<file path="config.mk">
export PLATFORM = sky130hd
export DESIGN_NAME = inst_prefetch_buf
export DESIGN_NICKNAME = d
export VERILOG_FILES = /design/src/rtl/inst_prefetch_buf.sv
export SDC_FILE = /design/constraint.sdc
export NUM_CORES = 1
export LEC_CHECK = 0
export ABC_AREA = 1
export BUFFER_PORTS_ARGS = -buffer_cell sky130_fd_sc_hd__buf_4
export CAP_MARGIN = 20
export CORE_UTILIZATION = 40
export CTS_CLUSTER_SIZE = 40
export DETAILED_ROUTE_END_ITERATION = 8
export GPL_ROUTABILITY_DRIVEN = 0
export GPL_TIMING_DRIVEN = 0
export PLACE_DENSITY = 0.66
export SLEW_MARGIN = 15
export SYNTH_ARGS = -nofsm -noshare
export SYNTH_HDL_FRONTEND = slang
export SYNTH_SLANG_ARGS = --single-unit
</file>
<file path="constraint.sdc">
create_clock -name clk -period 4.35 [get_ports clk]
set_input_delay 0.87 -clock clk [delete_from_list [all_inputs] [get_ports clk]]
set_output_delay 0.87 -clock clk [all_outputs]
set_load 0.005 [all_outputs]
</file>
<file path="src/rtl/inst_prefetch_buf.sv">
`default_nettype none
// ============================================================================
// Module   : inst_prefetch_buf
// Brief    : Sequential instruction prefetcher with a small PC+instruction FIFO
//            and redirect flush. Optional perf counters: PREFETCH_PERF_EN.
// Revision : 1.0 - initial release
// ============================================================================
module inst_prefetch_buf #(
    parameter int                 DEPTH    = 4,
    parameter int                 ADDR_W   = 32,
    parameter int                 DATA_W   = 32,
    parameter logic [ADDR_W-1:0]  RESET_PC = '0
) (
    input  logic              clk,
    input  logic              rst,
    output logic              rom_ce_o,
    output logic [ADDR_W-1:0] rom_addr_o,
    input  logic [DATA_W-1:0] rom_data_i,
    output logic              if_valid_o,
    input  logic              if_ready_i,
    output logic [DATA_W-1:0] if_inst_o,
    output logic [ADDR_W-1:0] if_pc_o,
    input  logic              redirect_i,
    input  logic [ADDR_W-1:0] redirect_pc_i,
    output logic [31:0]       perf_fetch_o,
    output logic [31:0]       perf_flush_o
);

    localparam int                 c_PTR_W = $clog2(DEPTH);
    localparam int                 c_CNT_W = $clog2(DEPTH + 1);
    localparam logic [c_CNT_W-1:0] c_DEPTH = c_CNT_W'(DEPTH);

    logic [ADDR_W-1:0]  r_fetch_pc;
    logic [c_CNT_W-1:0] r_count;
    logic [c_PTR_W-1:0] r_rd_ptr;
    logic [c_PTR_W-1:0] r_wr_ptr;
    logic [DATA_W-1:0]  r_inst_mem [DEPTH];
    logic [ADDR_W-1:0]  r_pc_mem   [DEPTH];

    logic w_push;
    logic w_pop;

    // A full FIFO never issues, even if the head is popped this cycle.
    assign rom_ce_o   = !rst && !redirect_i && (r_count < c_DEPTH);
    assign rom_addr_o = r_fetch_pc;
    assign if_valid_o = (r_count != '0);

    assign w_push = rom_ce_o;
    assign w_pop  = if_valid_o && if_ready_i && !redirect_i;

    always_ff @(posedge clk or posedge rst) begin
        if (rst) begin
            r_fetch_pc <= RESET_PC;
            r_count    <= '0;
            r_rd_ptr   <= '0;
            r_wr_ptr   <= '0;
        end else if (redirect_i) begin
            r_fetch_pc <= redirect_pc_i & ~ADDR_W'(3);
            r_count    <= '0;
            r_rd_ptr   <= '0;
            r_wr_ptr   <= '0;
        end else begin
            if (w_push) begin
                r_wr_ptr   <= r_wr_ptr + c_PTR_W'(1);
                r_fetch_pc <= r_fetch_pc + ADDR_W'(4);
            end
            if (w_pop) begin
                r_rd_ptr <= r_rd_ptr + c_PTR_W'(1);
            end
            case ({w_push, w_pop})
                2'b10:   r_count <= r_count + c_CNT_W'(1);
                2'b01:   r_count <= r_count - c_CNT_W'(1);
                default: r_count <= r_count;
            endcase
        end
    end

    // Storage is qualified by the occupancy count, so it needs no reset.
    always_ff @(posedge clk) begin
        if (w_push) begin
            r_inst_mem[r_wr_ptr] <= rom_data_i;
            r_pc_mem[r_wr_ptr]   <= r_fetch_pc;
        end
    end

    assign if_inst_o = if_valid_o ? r_inst_mem[r_rd_ptr] : '0;
    assign if_pc_o   = if_valid_o ? r_pc_mem[r_rd_ptr]   : '0;

`ifdef PREFETCH_PERF_EN
    logic [31:0] r_perf_fetch;
    logic [31:0] r_perf_flush;

    always_ff @(posedge clk or posedge rst) begin
        if (rst) begin
            r_perf_fetch <= '0;
            r_perf_flush <= '0;
        end else begin
            if (w_push) begin
                r_perf_fetch <= r_perf_fetch + 32'd1;
            end
            if (redirect_i) begin
                r_perf_flush <= r_perf_flush + 32'(r_count);
            end
        end
    end

    assign perf_fetch_o = r_perf_fetch;
    assign perf_flush_o = r_perf_flush;
`else
    assign perf_fetch_o = 32'h0;
    assign perf_flush_o = 32'h0;
`endif

endmodule
`default_nettype wire
</file>
# Word level (Yosys, flattened, before mapping)
# Memories as Yosys holds them, arrays and structs flattened.
# Index checks and enable logic that the tools add are counted.
[classes] reduce_logical=10 mux=12 n_eq_ne=2 magnitude_cmp=1 add_sub_neg=5
[ops] cell="two-way mux 32 bit" count=4
[ops] cell="adder 32 x 3 -> 32 bit, second input constant" count=1
[ops] cell="two-way mux 2 bit" count=4
[ops] cell="one-hot mux 3 bit (2 select lines)" count=1
[ops] cell="nonzero test 3 bit" count=2
[ops] cell="adder 2 x 1 -> 2 bit, second input constant" count=2
[ops] cell="logical AND 1 bit" count=4
[ops] cell="nonzero test 2 bit" count=2
[ops] cell="adder 3 x 1 -> 3 bit, second input constant" count=1
[ops] cell="less-than comparator 3 bit, second input constant" count=1
[ops] cell="two-way mux 3 bit" count=1
[ops] cell="subtractor 3 x 1 -> 3 bit, second input constant" count=1
[ops] cell="== test 2 x 1 -> 1 bit, second input constant" count=1
[ops] cell="== test 2 bit, second input constant" count=1
[ops] cell="logical NOT 1 bit" count=2
[ops] cell="two-way mux 1 bit" count=2
[totals] ram_bits=256 inputBits=68 register_bits=39 memories=2 elab_cells=36 out_inout_bits=162
[memory_table] name="r_inst_mem" depth=4 word_bits=32 rd=1 rd_clocked_by_memory_dff=0 write_ports=1 line="37" text="logic [DATA_W-1:0] r_inst_mem [DEPTH];"
[memory_table] name="r_pc_mem" depth=4 word_bits=32 rd=1 rd_clocked_by_memory_dff=0 write_ports=1 line="38" text="logic [ADDR_W-1:0] r_pc_mem [DEPTH];"

# Logic depth before layout (Yosys ltp)
# Gate-level depths: netlist of the first run.
[logic_depth] depth_word=6 mapped_depth=10 depth_no_buf=10

# Worst setup path after synthesis of the first run
# No wires, ideal clock.
[synth_path] kind="input -> register" startpoint="input redirect_i" endpoint="memory r_inst_mem[0][0] (enable)" setup_time_ps=482 slack_ps=-119 t_arrival_ps=3987 n_path_buf=2 required_time_ps=3868 stages=5 path_cell_list="buf_2 > inv_2 > nand2_2 > buf_2 > nor2_1"
[synth_between] elab_chain_cells=5
[synth_rtl] element="start, declared" line="23" text="input logic redirect_i,"
[synth_rtl] element="logical NOT 1 bit" line="44" text="assign rom_ce_o = !rst && !redirect_i && (r_count < c_DEPTH);"
[synth_rtl] element="logical AND 1 bit (2 in series)" line="44"
[synth_rtl] element="two-way mux 1 bit" line="80" text="if (w_push) begin"
[synth_rtl] element="two-way mux 1 bit (implied by the code)" line="81" text="r_inst_mem[r_wr_ptr] <= rom_data_i;"
[synth_rtl] element="end, declared" line="37"
# Every way passes these cells.

# Worst setup path in the final report of the first run
[layout_path] startpoint="register r_rd_ptr[0]" endpoint="output if_pc_o[16]"
[layout_between] elab_chain_cells=2
[layout_rtl] element="start, declared" line="35" text="logic [c_PTR_W-1:0] r_rd_ptr;"
[layout_rtl] element="start signal, assigned" line="68" text="r_rd_ptr <= r_rd_ptr + c_PTR_W'(1);"
[layout_rtl] element="memory read (4 x 32 bit)"
[layout_rtl] element="two-way mux 32 bit" line="87" text="assign if_pc_o = if_valid_o ? r_pc_mem[r_rd_ptr] : '0;"
[layout_rtl] element="end, declared" line="22" text="output logic [ADDR_W-1:0] if_pc_o,"
# Every way passes these cells.

==> out/qor.yml, run 1 <==
outcome:
  status: "complete, no violations"
finish:
  nFillCells: 2866
  synthToLayoutAreaGrowth_pct: 23.7
  final_nets: 1555
  postLayoutCellArea_mm2: 0.0158
  antenna-diode-count: 0
  multi_input_area_mm2: 0.00369
  seq_area_mm2: 0.00837
  drive_gt1_frac: 0.226
  postLayoutCoreUtil: 0.502
timing:
  setup_viol: 0
  tns_ns: 0
  max_slew_margin: 0.453
  rsz0062_at_grt: "no"
  hold_violations: 0
  tightest_slew_ns: 0.818
  finalCritPeriodShare: 0.754
  slew_viol_final: 0
  finalClockSkew_ns: 0.0157
  max_freq_ghz: 0.305
  layout_min_cycle_time_ns: 3.28
  setup_ws_ns: 1.07
worst_setup_path:
  worstSetupPathType: "reg -> out"
  slowest_stage: "dfrtp_1"
  worstReg2RegStart: "r_count[2]"
  max_stage_delay_ns: 0.36
  r2r_end: "r_inst_mem[0][18]"
  rr_worst_depth: 6
  critPathLaunch: "r_rd_ptr[0]"
  crit_path_start_kind: "flop"
  r2r_slack_ns: 1.82
  path_cells: "buf_4 > clkinv_2 > buf_2 > clkbuf_2 > o21ai_1 > a21oi_1 > buf_4"
  crit_family: "buffers and inverters"
  cp.required_ns: 3.48
  crit_end: "if_pc_o[16]"
  crit_path_end_kind: "primary output"
  critPathBufInv: 5
  critPathArrivalTime_ns: 2.41
  path_depth: 7
  path_common_cell: "buf_4"
  path_max_fanout: 10
routing:
  avgViaCountPerCell: 4.88
  ant_nets: 0
  via_count: 9289
  first_pass_iters: 5
  wl_um: 32500
  drcViolationCount: 0
  wl_per_cell_um: 17.1
  drt_iter0_markers: 722
yosys:
  ys_ff_latch: 285
  synth.distinct_cells: 36
  yosysTopAreaCell: "edfxtp_1"
  synth-seq-area-share: 0.656
  synth.top_cell.area_share: 0.583
  ys_warn_count: 0
  netlist_instances: 1216
  synthTopCellsByArea: "edfxtp_1, nor2_1, dfrtp_1"
  syn_area_mm2: 0.0128
  syn-mean-instance-area_um2: 10.5
global_routing:
  grt_pass1_wl_um: 50400
  grt_start_max_net_pins: 35
  grt_pass1_vias: 8952
  grt.total_usage: 0.200
  grt_antenna_before_repair: 0
  global_route.overflow_total: 0
clock_network:
  clock-sinks: 285
  cts.clk_slew.worst_paths_ns: 0.06
  ctsHoldBuffers: 0
  cts_resized: 0
  h-tree-depth: 1
  clockBufferDepth: 3
  cts_setup_buffers: 0
  cts_tree: "done"
  clock_latency_ns: 0.54
  cts_root_buf: "clkbuf_16"
  cts_buffers: 29
floorplanning:
  core-area_mm2: 0.0315
  die_h_um: 181
  die_w_um: 181
  dieArea_mm2: 0.0326
  start_util: 0.406
  rows: 65
  ios: 230
placed_design:
  hpwl_um: 22400
  dp_slack_ns: 1.23
  portBuffers: 158
  placed_cell_area_mm2: 0.0149
power_and_ir_drop:
  p_total_uw: 8160
  irDropWorstVdd_mv: 0.303
  leakage_uw: 0.00631
  cellPowerDensity_mw_per_mm2: 517
hold_path:
  hold_path.class: "in -> async"
job:
  maxCapViolCount: 0
synthesized netlist by cell type (all sizes together):
| library cell | n |
|---|---|
| ha | 5 |
| xor2 | 6 |
| dfrtp | 37 |
| a31oi | 1 |
| a21oi | 70 |
| buf | 97 |
| o21a | 1 |
| o21ai | 135 |
| o211ai | 4 |
| a22oi | 1 |
| clkbuf | 27 |
| edfxtp | 248 |
| clkinv | 2 |
| nand3 | 40 |
| nor2 | 322 |
| fa | 1 |
| conb | 1 |
| o21bai | 4 |
| nand4 | 4 |
| inv | 51 |
| nand3b | 2 |
| nand2 | 152 |
| a211oi | 2 |
| xnor2 | 3 |
worst min path at each step:
stage                             to       start  slack [ns]  cells after the start
after floorplan           r_count[1]  r_count[1]        0.50                      2
after global placement    r_count[1]  r_count[1]        0.52                      2
after detailed placement  r_count[1]  r_count[1]        0.54                      2
after CTS                 r_count[1]         rst        0.21                      2
after global routing      r_count[1]         rst        0.22                      2
final                     r_count[1]         rst        0.22                      2
layout by cell type, fill, tap and decap left out, types with 37 or more instances in the layout:
| master | instances |
|---|---|
| nand2_1 | 144 |
| dfrtp_1 | 37 |
| nor2_1 | 303 |
| edfxtp_1 | 248 |
| nand3_1 | 40 |
| buf_4 | 234 |
| a21oi_1 | 69 |
| conb_1 | 68 |
| inv_1 | 40 |
| o21ai_0 | 103 |
cell type report:
class / count / area share
well taps: 402 / 0.0319
inverters: 53 / 0.0127
clock inverters: 14 / 0.00594
clock buffers: 39 / 0.0483
repair buffers: 167 / 0.0875
plain buffers: 124 / 0.0493
multi-input cells: 821 / 0.234
flip-flops and latches: 285 / 0.530
sequential cells by signal, summed over array words and instances (netlist names):
name        cells
rom_addr_o     30
r_count         3
r_rd_ptr        2
r_inst_mem    128
r_wr_ptr        2
r_pc_mem      120
power by group:
group | internal, uW | switching [uW]
Sequential | 3240 | 205
Clock | 1280 | 978
Combinational | 1020 | 1440
Total | 5540 | 2620
logic make-up after synthesis:
kind of cell | Yosys count | share of synthesized area
AO/OA/AOI/OAI | 218 | 0.0882
XOR/XNOR | 9 | 0.00618
adder cells (fa/ha/maj) | 6 | 0.00647
buffers and inverters | 177 | 0.0767
flip-flops | 285 | 0.656
other | 1 | 0.000294
AND/OR/NAND/NOR | 520 | 0.166
worst reg2reg max path: cells and delay by family (launching register included):
kind / cells / cell delay [ns]
buffers and inverters: 3 / 0.74
flip-flops: 1 / 0.44
AND/OR/NAND/NOR: 3 / 1.03
through the flow:
step | hold slack, ns | std cells
floorplan | 0.501 | 1283
global placement | 0.522 | 1843
detailed placement | 0.541 | 1852
CTS | 0.208 | 1905
global route | 0.219 | 1905
finish | 0.221 | 1905
metal layers:
| layer | track usage | up-vias | share of wire |
|---|---|---|---|
| met5 | 0 | - | 0 |
| met3 | 0.0293 | 51 | 0.073 |
| met1 | 0.270 | 4334 | 0.42 |
| met2 | 0.337 | 386 | 0.48 |
| met4 | 0.0513 | 0 | 0.022 |
| li1 | - | 4518 | - |
Power figures use the tool's default switching activity.
==> inputs of run 2 (changes only) <==
--- a/config.mk
+++ b/config.mk
@@ -13,7 +13,7 @@
 export DETAILED_ROUTE_END_ITERATION = 8
 export GPL_ROUTABILITY_DRIVEN = 0
 export GPL_TIMING_DRIVEN = 0
-export PLACE_DENSITY = 0.66
+export PLACE_DENSITY = 0.69
 export SLEW_MARGIN = 15
 export SYNTH_ARGS = -nofsm -noshare
 export SYNTH_HDL_FRONTEND = slang
==> constraint.sdc (replaced) <==
create_clock -name clk -period 2.6 [get_ports clk]
set_input_delay 0.52 -clock clk [delete_from_list [all_inputs] [get_ports clk]]
set_output_delay 0.52 -clock clk [all_outputs]
set_load 0.005 [all_outputs]
==> out/qor.yml, run 2 (synthesized netlist as in run 1, its figures left out) <==
outcome:
  status: "complete, but fails checks"
  violations: "setup timing"
floorplanning:
  dieArea_mm2: 0.0326  # unchanged
  die_h_um: 181  # unchanged
  core-area_mm2: 0.0315  # unchanged
  rows: 65  # unchanged
  die_w_um: 181  # unchanged
  ios: 230  # unchanged
  start_util: 0.406  # unchanged
timing:
  layout_min_cycle_time_ns: 2.62
  hold_slack_ns: 0.163  # -0.0580 ns
  finalClockSkew_ns: 0.0121  # -0.00352 ns
  finalCritPeriodShare: 1.01
  rsz0062_at_grt: "yes"
  slew_viol_final: 0  # unchanged
  max_slew_margin: 0.489  # +0.0354
  hold_violations: 0  # unchanged
  tightest_slew_ns: 0.765  # -0.0530 ns
  setup_viol: 1  # +1
  setup_ws_ns: -0.0201  # -1.09 ns
  tns_ns: -0.0201  # -0.0201 ns
  max_freq_ghz: 0.382
clock_network:
  clock-sinks: 285  # unchanged
  h-tree-depth: 1  # unchanged
  cts_root_buf: "clkbuf_16"
  clock_latency_ns: 0.56  # +0.02 ns
  cts_tree: "done"
  clockBufferDepth: 3  # unchanged
  cts_buffers: 31  # +6.9%
  cts.clk_slew.worst_paths_ns: 0.06  # about the same
global_routing:
  grt.total_usage: 0.197  # -0.00247
  grt_antenna_before_repair: 0  # unchanged
  grt_pass1_wl_um: 49500  # -2.0%
  grt_start_max_net_pins: 34  # -2.9%
  grt_pass1_vias: 8807  # -1.6%
  global_route.overflow_total: 0  # unchanged
finish:
  seq_area_mm2: 0.00837  # about the same
  nFillCells: 2739  # -4.4%
  largest_register: "r_inst_mem"
  fin_cells: 1916  # +0.58%
  final_nets: 1562  # +0.45%
  mostFrequentLayoutCell: "nor2_1"
  multi_input_area_mm2: 0.00375  # +1.6%
  final_cell_mix: "nor2_1, edfxtp_1, buf_4"
  postLayoutCellArea_mm2: 0.0164  # +3.7%
  synthToLayoutAreaGrowth_pct: 28.2
  drive_gt1_frac: 0.264  # +0.0375
  largest_register_ff_count: 128  # unchanged
power_and_ir_drop:
  cellPowerDensity_mw_per_mm2: 906  # +75%
  sw_frac_of_total: 0.313  # -0.00884
  pwr-share-clk: 0.309  # +0.032
  combinationalPowerShare: 0.302  # about the same
  leakage_uw: 0.00658  # +4.4%
  irDropWorstVdd_mv: 0.547  # +80%
  power.switching_uw: 4630  # +77%
  seqPwrFrac: 0.389  # -0.033
  p_total_uw: 14800  # +82%
  intPower_uw: 10200  # +84%
hold_path:
  hold_path.class: "in -> reg"
routing:
  wl_per_cell_um: 17.2  # +0.66%
  drcViolationCount: 0  # unchanged
  drt_iter0_markers: 711  # -1.5%
  avgViaCountPerCell: 4.93  # +1.1%
  via_count: 9446  # +1.7%
  first_pass_iters: 5  # unchanged
  wl_um: 32900  # +1.2%
  ant_nets: 0  # unchanged
worst_setup_path:
  worstSetupPathType: "reg -> out"
  crit_path_end_kind: "primary output"
  crit_path_start_kind: "flop"
  cp.required_ns: 2.08  # -1.40 ns
  path_max_fanout: 10  # unchanged
  critPathArrivalTime_ns: 2.10  # -0.31 ns
placed_design:
  dpl.cell_count: 1853  # +0.054%
  portBuffers: 158  # unchanged
  placed_cell_area_mm2: 0.0149  # +0.13%
  hpwl_um: 22200  # -1.0%
job:
  maxCapViolCount: 0  # unchanged
run 2: changes by cell type in the layout (fill, tap and decap cells not counted), moves of 10 or more:
cell,previous run,this run
clkbuf_4,0,10
o21ai_1,32,48
o21ai_0,103,85
a21oi_2,1,15
clkbuf_1,33,8
a21oi_1,69,55
run 2: power by group through the flow:
| stage | clock network (uW) | registers [uW] | logic (uW) |
|---|---|---|---|
| floorplan | 0 | 5730 | 2050 |
| detailed placement | 0 | 5840 | 4150 |
| global route | 4820 | 5800 | 4900 |
| global placement | 0 | 5850 | 4020 |
| finish | 4580 | 5770 | 4480 |
| CTS | 4650 | 5750 | 4340 |
run 2: path summary, 6_finish.rpt:
path | from | to | slack (ns) | cells after the start
hold / removal | rom_data_i[21] | r_inst_mem[3][21] | 0.16 | 1
min in group asynchronous | rst | r_count[0] | 0.43 | 3
setup / recovery | r_rd_ptr[0] | if_pc_o[12] | -0.02 | 8
setup reg to reg | r_count[2] | r_pc_mem[3][19] | 0.17 | 6
max in group asynchronous | rst | rom_addr_o[31] | 1.75 | 4
hold reg to reg | r_count[1] | r_count[1] | 0.55 | 2
run 2: layout make-up:
class,instances,area share
clock inverter,22,0.0172
sequential,285,0.512
clock buffer,36,0.0485
tap,402,0.0307
buffer,124,0.0607
timing repair buffer,172,0.0888
antenna,1,0.000153
multi-input combinational,821,0.229
inverter,53,0.0128
run 2: metrics by stage:
step	utilization	worst slack, ns
2_1_floorplan	-	-0.488
3_3_place_gp	0.468	-1.97
3_5_place_dp	0.475	-0.155
4_1_cts	0.514	0.00553
5_1_grt	0.520	-0.104
6_report	0.520	-0.0201
run 2: routing by layer:
layer | track usage | share of wire | vias to the layer above
met4 | 0.0496 | 0.017 | 0
li1 | - | - | 4535
met2 | 0.342 | 0.50 | 415
met3 | 0.0350 | 0.080 | 44
met1 | 0.255 | 0.41 | 4452
met5 | 0 | 0 | -
run 2: repair_timing:
| item | 4_1_cts | 5_1_grt |
|---|---|---|
| cloned | 0 | 1 |
| hold endpoints to repair | 4 | 0 |
| setup endpoints to repair | 62 | 127 |
| hold buffers | 1 | 0 |
| setup buffers | 0 | 2 |
| resized for setup | 54 | 82 |
| pin swaps | 2 | 9 |
run 2: critical path, cell delays in order, from the launching register on:
cell and delay (ns):
dfrtp_1 0.42, buf_6 0.17, buf_12 0.15, buf_12 0.14, nor2_1 0.05, nor2_1 0.15
o21ai_2 0.09, a21oi_2 0.22, buf_4 0.15
